--- src/rtl/r2sdf_bfly_stage.sv ---
// One radix-2 single-path delay-feedback butterfly stage.
// Emits sums immediately and differences one half-block later, with the twiddle index for each.
module r2sdf_bfly_stage #(
  parameter int DATA_WIDTH = 20,
  parameter int DELAY      = 4,
  parameter int TW_STRIDE  = 1,
  parameter int ADDR_WIDTH = 10
) (
  input  logic                         clk,
  input  logic                         rst_n,
  input  logic                         valid_in,
  input  logic signed [DATA_WIDTH-1:0] in_real,
  input  logic signed [DATA_WIDTH-1:0] in_imag,
  input  logic                         flush,
  output logic                         valid_out,
  output logic signed [DATA_WIDTH-1:0] out_real,
  output logic signed [DATA_WIDTH-1:0] out_imag,
  output logic        [ADDR_WIDTH-1:0] tw_addr,
  output logic                         out_is_diff
);

  localparam int BLOCK = 2 * DELAY;
  localparam int CW    = $clog2(BLOCK);

  logic [CW-1:0] cnt;
  logic          primed;

  logic signed [DATA_WIDTH-1:0] dl_re [DELAY];
  logic signed [DATA_WIDTH-1:0] dl_im [DELAY];

  logic                         phase_b;
  logic [CW-1:0]                k;
  logic                         flush_adv;
  logic                         adv;
  logic                         last_k;
  logic                         cnt_wrap;
  logic signed [DATA_WIDTH-1:0] src_re, src_im;
  logic signed [DATA_WIDTH-1:0] head_re, head_im;
  logic signed [DATA_WIDTH-1:0] sum_re, sum_im;
  logic signed [DATA_WIDTH-1:0] dif_re, dif_im;
  logic signed [DATA_WIDTH-1:0] push_re, push_im;
  logic        [ADDR_WIDTH-1:0] tw_next;

  assign phase_b   = (cnt >= CW'(DELAY));
  assign k         = phase_b ? (cnt - CW'(DELAY)) : cnt;
  assign last_k    = (k == CW'(DELAY - 1));
  assign cnt_wrap  = (cnt == CW'(BLOCK - 1));
  assign flush_adv = flush & ~valid_in & ~phase_b & primed;
  assign adv       = valid_in | flush_adv;

  // A flush advance behaves exactly like an input of 0+0j.
  assign src_re  = valid_in ? in_real : '0;
  assign src_im  = valid_in ? in_imag : '0;
  assign head_re = dl_re[DELAY-1];
  assign head_im = dl_im[DELAY-1];

  // Evaluating at DATA_WIDTH bits gives the same two's-complement wrap as full precision then truncate.
  assign sum_re  = head_re + src_re;
  assign sum_im  = head_im + src_im;
  assign dif_re  = head_re - src_re;
  assign dif_im  = head_im - src_im;
  assign push_re = phase_b ? dif_re : src_re;
  assign push_im = phase_b ? dif_im : src_im;
  assign tw_next = ADDR_WIDTH'(k) * ADDR_WIDTH'(TW_STRIDE);

  always_ff @(posedge clk or negedge rst_n) begin
    if (!rst_n) begin
      for (int i = 0; i < DELAY; i++) begin
        dl_re[i] <= '0;
        dl_im[i] <= '0;
      end
    end else if (adv) begin
      dl_re[0] <= push_re;
      dl_im[0] <= push_im;
      for (int i = 1; i < DELAY; i++) begin
        dl_re[i] <= dl_re[i-1];
        dl_im[i] <= dl_im[i-1];
      end
    end
  end

  // The last flushed difference closes the block so the next real sample starts a fresh one.
  always_ff @(posedge clk or negedge rst_n) begin
    if (!rst_n) begin
      cnt    <= '0;
      primed <= 1'b0;
    end else if (flush_adv) begin
      if (last_k) begin
        cnt    <= '0;
        primed <= 1'b0;
      end else begin
        cnt <= cnt + CW'(1);
      end
    end else if (valid_in) begin
      cnt <= cnt_wrap ? '0 : cnt + CW'(1);
      if (cnt_wrap) begin
        primed <= 1'b1;
      end
    end
  end

  always_ff @(posedge clk or negedge rst_n) begin
    if (!rst_n) begin
      valid_out   <= 1'b0;
      out_real    <= '0;
      out_imag    <= '0;
      tw_addr     <= '0;
      out_is_diff <= 1'b0;
    end else if (adv && phase_b) begin
      valid_out   <= 1'b1;
      out_real    <= sum_re;
      out_imag    <= sum_im;
      tw_addr     <= '0;
      out_is_diff <= 1'b0;
    end else if (adv && primed) begin
      valid_out   <= 1'b1;
      out_real    <= head_re;
      out_imag    <= head_im;
      tw_addr     <= tw_next;
      out_is_diff <= 1'b1;
    end else begin
      valid_out <= 1'b0;
    end
  end

endmodule

--- config.mk ---
export PLATFORM = sky130hd
export DESIGN_NAME = r2sdf_bfly_stage
export DESIGN_NICKNAME = d
export VERILOG_FILES = /design/src/rtl/r2sdf_bfly_stage.sv
export SDC_FILE = /design/constraint.sdc
export NUM_CORES = 1
export LEC_CHECK = 0
export ABC_AREA = 1
export CAP_MARGIN = 25
export CORE_MARGIN = 3
export CORE_UTILIZATION = 60
export CTS_BUF_LIST = sky130_fd_sc_hd__clkbuf_16
export DETAILED_ROUTE_END_ITERATION = 12
export GPL_TIMING_DRIVEN = 0
export PLACE_DENSITY_LB_ADDON = 0.12
export SLEW_MARGIN = 5
export SYNTH_ARGS = -nofsm -noshare
export SYNTH_HDL_FRONTEND = slang
export SYNTH_SLANG_ARGS = --single-unit
--- constraint.sdc ---
create_clock -name clk -period 5.5 [get_ports clk]
set_input_delay 0.55 -clock clk [delete_from_list [all_inputs] [get_ports clk]]
set_output_delay 0.55 -clock clk [all_outputs]
set_load 0.01 [all_outputs]
==> impl_metrics.json <==
{
  "status": "finished clean",
  "hold_class": "input pin to asynchronous set/reset pin",
  "die_area_um2": 24400,
  "grt_pass1_vias": 12900,
  "ys_types": 38,
  "crit_top_cell": "nand2_1",
  "grt_max_degree": 109,
  "finalClockSkew_ns": 0.0156,
  "post_cts_resized": 0,
  "synth_edf_count": 0,
  "grtUsageTotal": 0.384,
  "place_area_um2": 14800,
  "synthCells": 1954,
  "setup-tns-final_ns": 0,
  "power_density_nw_per_um2": 548,
  "cts_buffers": 24,
  "rsz0062_at_grt": "no",
  "core_area_um2": 22000,
  "ys_ff_latch": 209,
  "finalWeightedCongestion": 1.03,
  "wl_mm": 46.7,
  "tightest_slew_ns": 0.956,
  "min_period_ns": 3.69,
  "critPathMaxStageDelay_ns": 0.71,
  "maxCapViolations": 0,
  "hold_buffers": 0,
  "path_max_fanout": 10,
  "setup_viol": 0,
  "fin_area_um2": 15500,
  "gr-total-overflow": 0,
  "period_share": 0.672,
  "path_clk_slew_ns": 0.06,
  "wl_per_cell_um": 19.7,
  "drt-initial-drc-count": 1613,
  "ys_async_sr_fraction": 1.00,
  "cp.arrival_ns": 4.11,
  "area_growth_pct": 14.9,
  "critPathKind": "input pin to flop",
  "ctsLongestPathBuffers": 3,
  "critPathRequiredTime_ns": 5.91,
  "syn_area_per_cell_um2": 6.92,
  "htreeDepth": 1,
  "root_buffer": "clkbuf_16",
  "grt_pass1_wl_mm": 72.6,
  "cp_top_family": "buffers and inverters",
  "initial_core_util": 0.616,
  "synthFlopType": "dfrtp_1",
  "synth_area_um2": 13500,
  "die_w_um": 156,
  "drtAntennaViolNets": 0,
  "antenna_found_initial": 0,
  "via_per_inst": 5.76,
  "final_cells": 2373,
  "reg2reg_from": "cnt[2]$_DFFE_PN0N_",
  "seq_area_frac_synth": 0.387,
  "diodes": 0,
  "vias": 13700,
  "post_cts_buffers": 0,
  "max_freq_mhz": 271,
  "ir_drop_uv": 346,
  "drc_errors": 0,
  "finalHoldViolations": 0,
  "numPortBuffers": 88,
  "crit_start": "valid_in",
  "yosysWarnings": 0,
  "cp-start-kind": "input pin",
  "cp_slowest_cell": "clkdlybuf4s50_1",
  "insertion_delay_ns": 0.53,
  "p_leak_nw": 8.62,
  "cp_cell_sequence": "clkdlybuf4s50_1 > buf_2 > buf_2 > nand2_1 > ha_1 > buf_2 > inv_1 > a21oi_1 > o21ai_0 > nand2_1 > nand2_1 > nand2_1 > nand2_1 > nand2_1 > nand3_1 > nand2_1 > nand2_1",
  "slew_viol_final": 0,
  "crit_path_end_kind": "flop",
  "fillers": 1778,
  "die_h_um": 156,
  "dr.pass1.iters": 7,
  "relSlewSlack": 0.363,
  "fin_nets": 2207,
  "cp.buffers_inverters": 5,
  "cts_tree": "done",
  "io_pins": 96,
  "placed_cells": 2329,
  "cts_sinks": 209,
  "drive_gt1_frac": 0.0602,
  "row_count": 54,
  "hpwl_mm": 35.1
}
report_power, final:
part / internal (mW) / total (mW) / switching (mW) / leakage, nW
combinational: 1.47 / 4.26 / 2.79 / 5.65
clock: 0.828 / 1.50 / 0.673 / 0.371
sequential: 2.23 / 2.76 / 0.530 / 2.60
layout by cell type, fill, tap and decap left out, types with 6 or more instances in the layout:
cell | netlist | final
nand2_1 | 807 | 807
inv_1 | 218 | 221
dfrtp_1 | 209 | 209
nor2_1 | 119 | 119
o21ai_0 | 112 | 112
nand3_1 | 107 | 107
a21oi_1 | 91 | 91
clkdlybuf4s50_1 | 0 | 87
ha_1 | 84 | 84
buf_2 | 45 | 45
clkbuf_16 | 0 | 25
clkbuf_1 | 21 | 21
xor2_1 | 18 | 18
buf_4 | 16 | 16
nor3_1 | 14 | 14
o22ai_1 | 10 | 10
o211ai_1 | 10 | 10
o21bai_1 | 9 | 9
a22oi_2 | 9 | 9
nand4_1 | 8 | 8
conb_1 | 1 | 7
inv_2 | 6 | 6
and2_1 | 6 | 6
clkinv_2 | 0 | 6
final cells by class:
class                           instances  area (um2)  area share
Buffer                                 88         465      0.0299
Tap cell                              280         350      0.0225
Timing Repair Buffer                   89         913      0.0588
Sequential cell                       209        5230       0.336
Clock inverter                         19         106     0.00684
Multi-Input combinational cell       1439        7010       0.451
Inverter                              224         841      0.0541
Clock buffer                           25         626      0.0402
cell families after synthesis:
| logic type | synth area share |
|---|---|
| flops | 0.387 |
| compound gates | 0.104 |
| fa+ha+maj | 0.0836 |
| simple gates | 0.316 |
| buf+inv | 0.0966 |
| other cells | 0.000277 |
| xor+xnor | 0.0129 |
cell usage after synthesis, types with 14 or more instances:
| cell | n | area share |
|---|---|---|
| nand2_1 | 807 | 0.22 |
| inv_1 | 218 | 0.060 |
| dfrtp_1 | 209 | 0.39 |
| nor2_1 | 119 | 0.033 |
| o21ai_0 | 112 | 0.041 |
| nand3_1 | 107 | 0.040 |
| a21oi_1 | 91 | 0.034 |
| ha_1 | 84 | 0.078 |
| buf_2 | 45 | 0.017 |
| clkbuf_1 | 21 | 0.0058 |
| xor2_1 | 18 | 0.012 |
| buf_4 | 16 | 0.0089 |
| nor3_1 | 14 | 0.0052 |
per-stage QoR:
stage          hold slack, ns   util  setup WS, ns  total power [mW]
3_5_place_dp            0.458  0.675          1.40              6.83
4_1_cts                0.0797  0.708          1.93              8.37
6_report               0.0444  0.708          1.81              8.51
5_1_grt                 0.108  0.708          1.63              9.08
2_1_floorplan           0.254      -          3.16              5.33
3_3_place_gp            0.453  0.673         -4.58              6.70
flip-flops by register name (all words and copies together) (netlist names), 3 cells and up:
signal and count:
head_re 20, out_real 20, head_im 20, tw_addr 3, dl_im 60, out_imag 20
cnt 3, dl_re 60
worst register-to-register path, stage by stage, from the launching register on:
cell,delay [ns]
dfrtp_1,0.41
buf_6,0.15
nand2_4,0.08
clkbuf_1,0.59
clkbuf_1,0.69
o21ai_0,0.25
nand2_1,0.15
nand2_1,0.05
layer usage:
metal / GRT usage / up-vias / share of wire
met2: 0.583 / 794 / 0.43
met3: 0.0810 / 110 / 0.12
li1: - / 6338 / -
met4: 0.124 / 0 / 0.035
met5: 0 / - / 0
met1: 0.556 / 6417 / 0.41
path summary, 6_finish.rpt:
check | endpoint | cells after the start | slack, ns
worst max register to register | out_real[12]$_DFFE_PN0P_ | 7 | 3.01
min in group clk | dl_im[24]$_DFFE_PN0N_ | 2 | 0.47
max in group asynchronous | out_real[7]$_DFFE_PN0P_ | 2 | 4.42
worst max-delay path | out_real[16]$_DFFE_PN0P_ | 17 | 1.81
worst min-delay path | out_imag[15]$_DFFE_PN0P_ | 1 | 0.04
worst min register to register | dl_im[24]$_DFFE_PN0N_ | 2 | 0.47
Power figures use the tool's default switching activity.
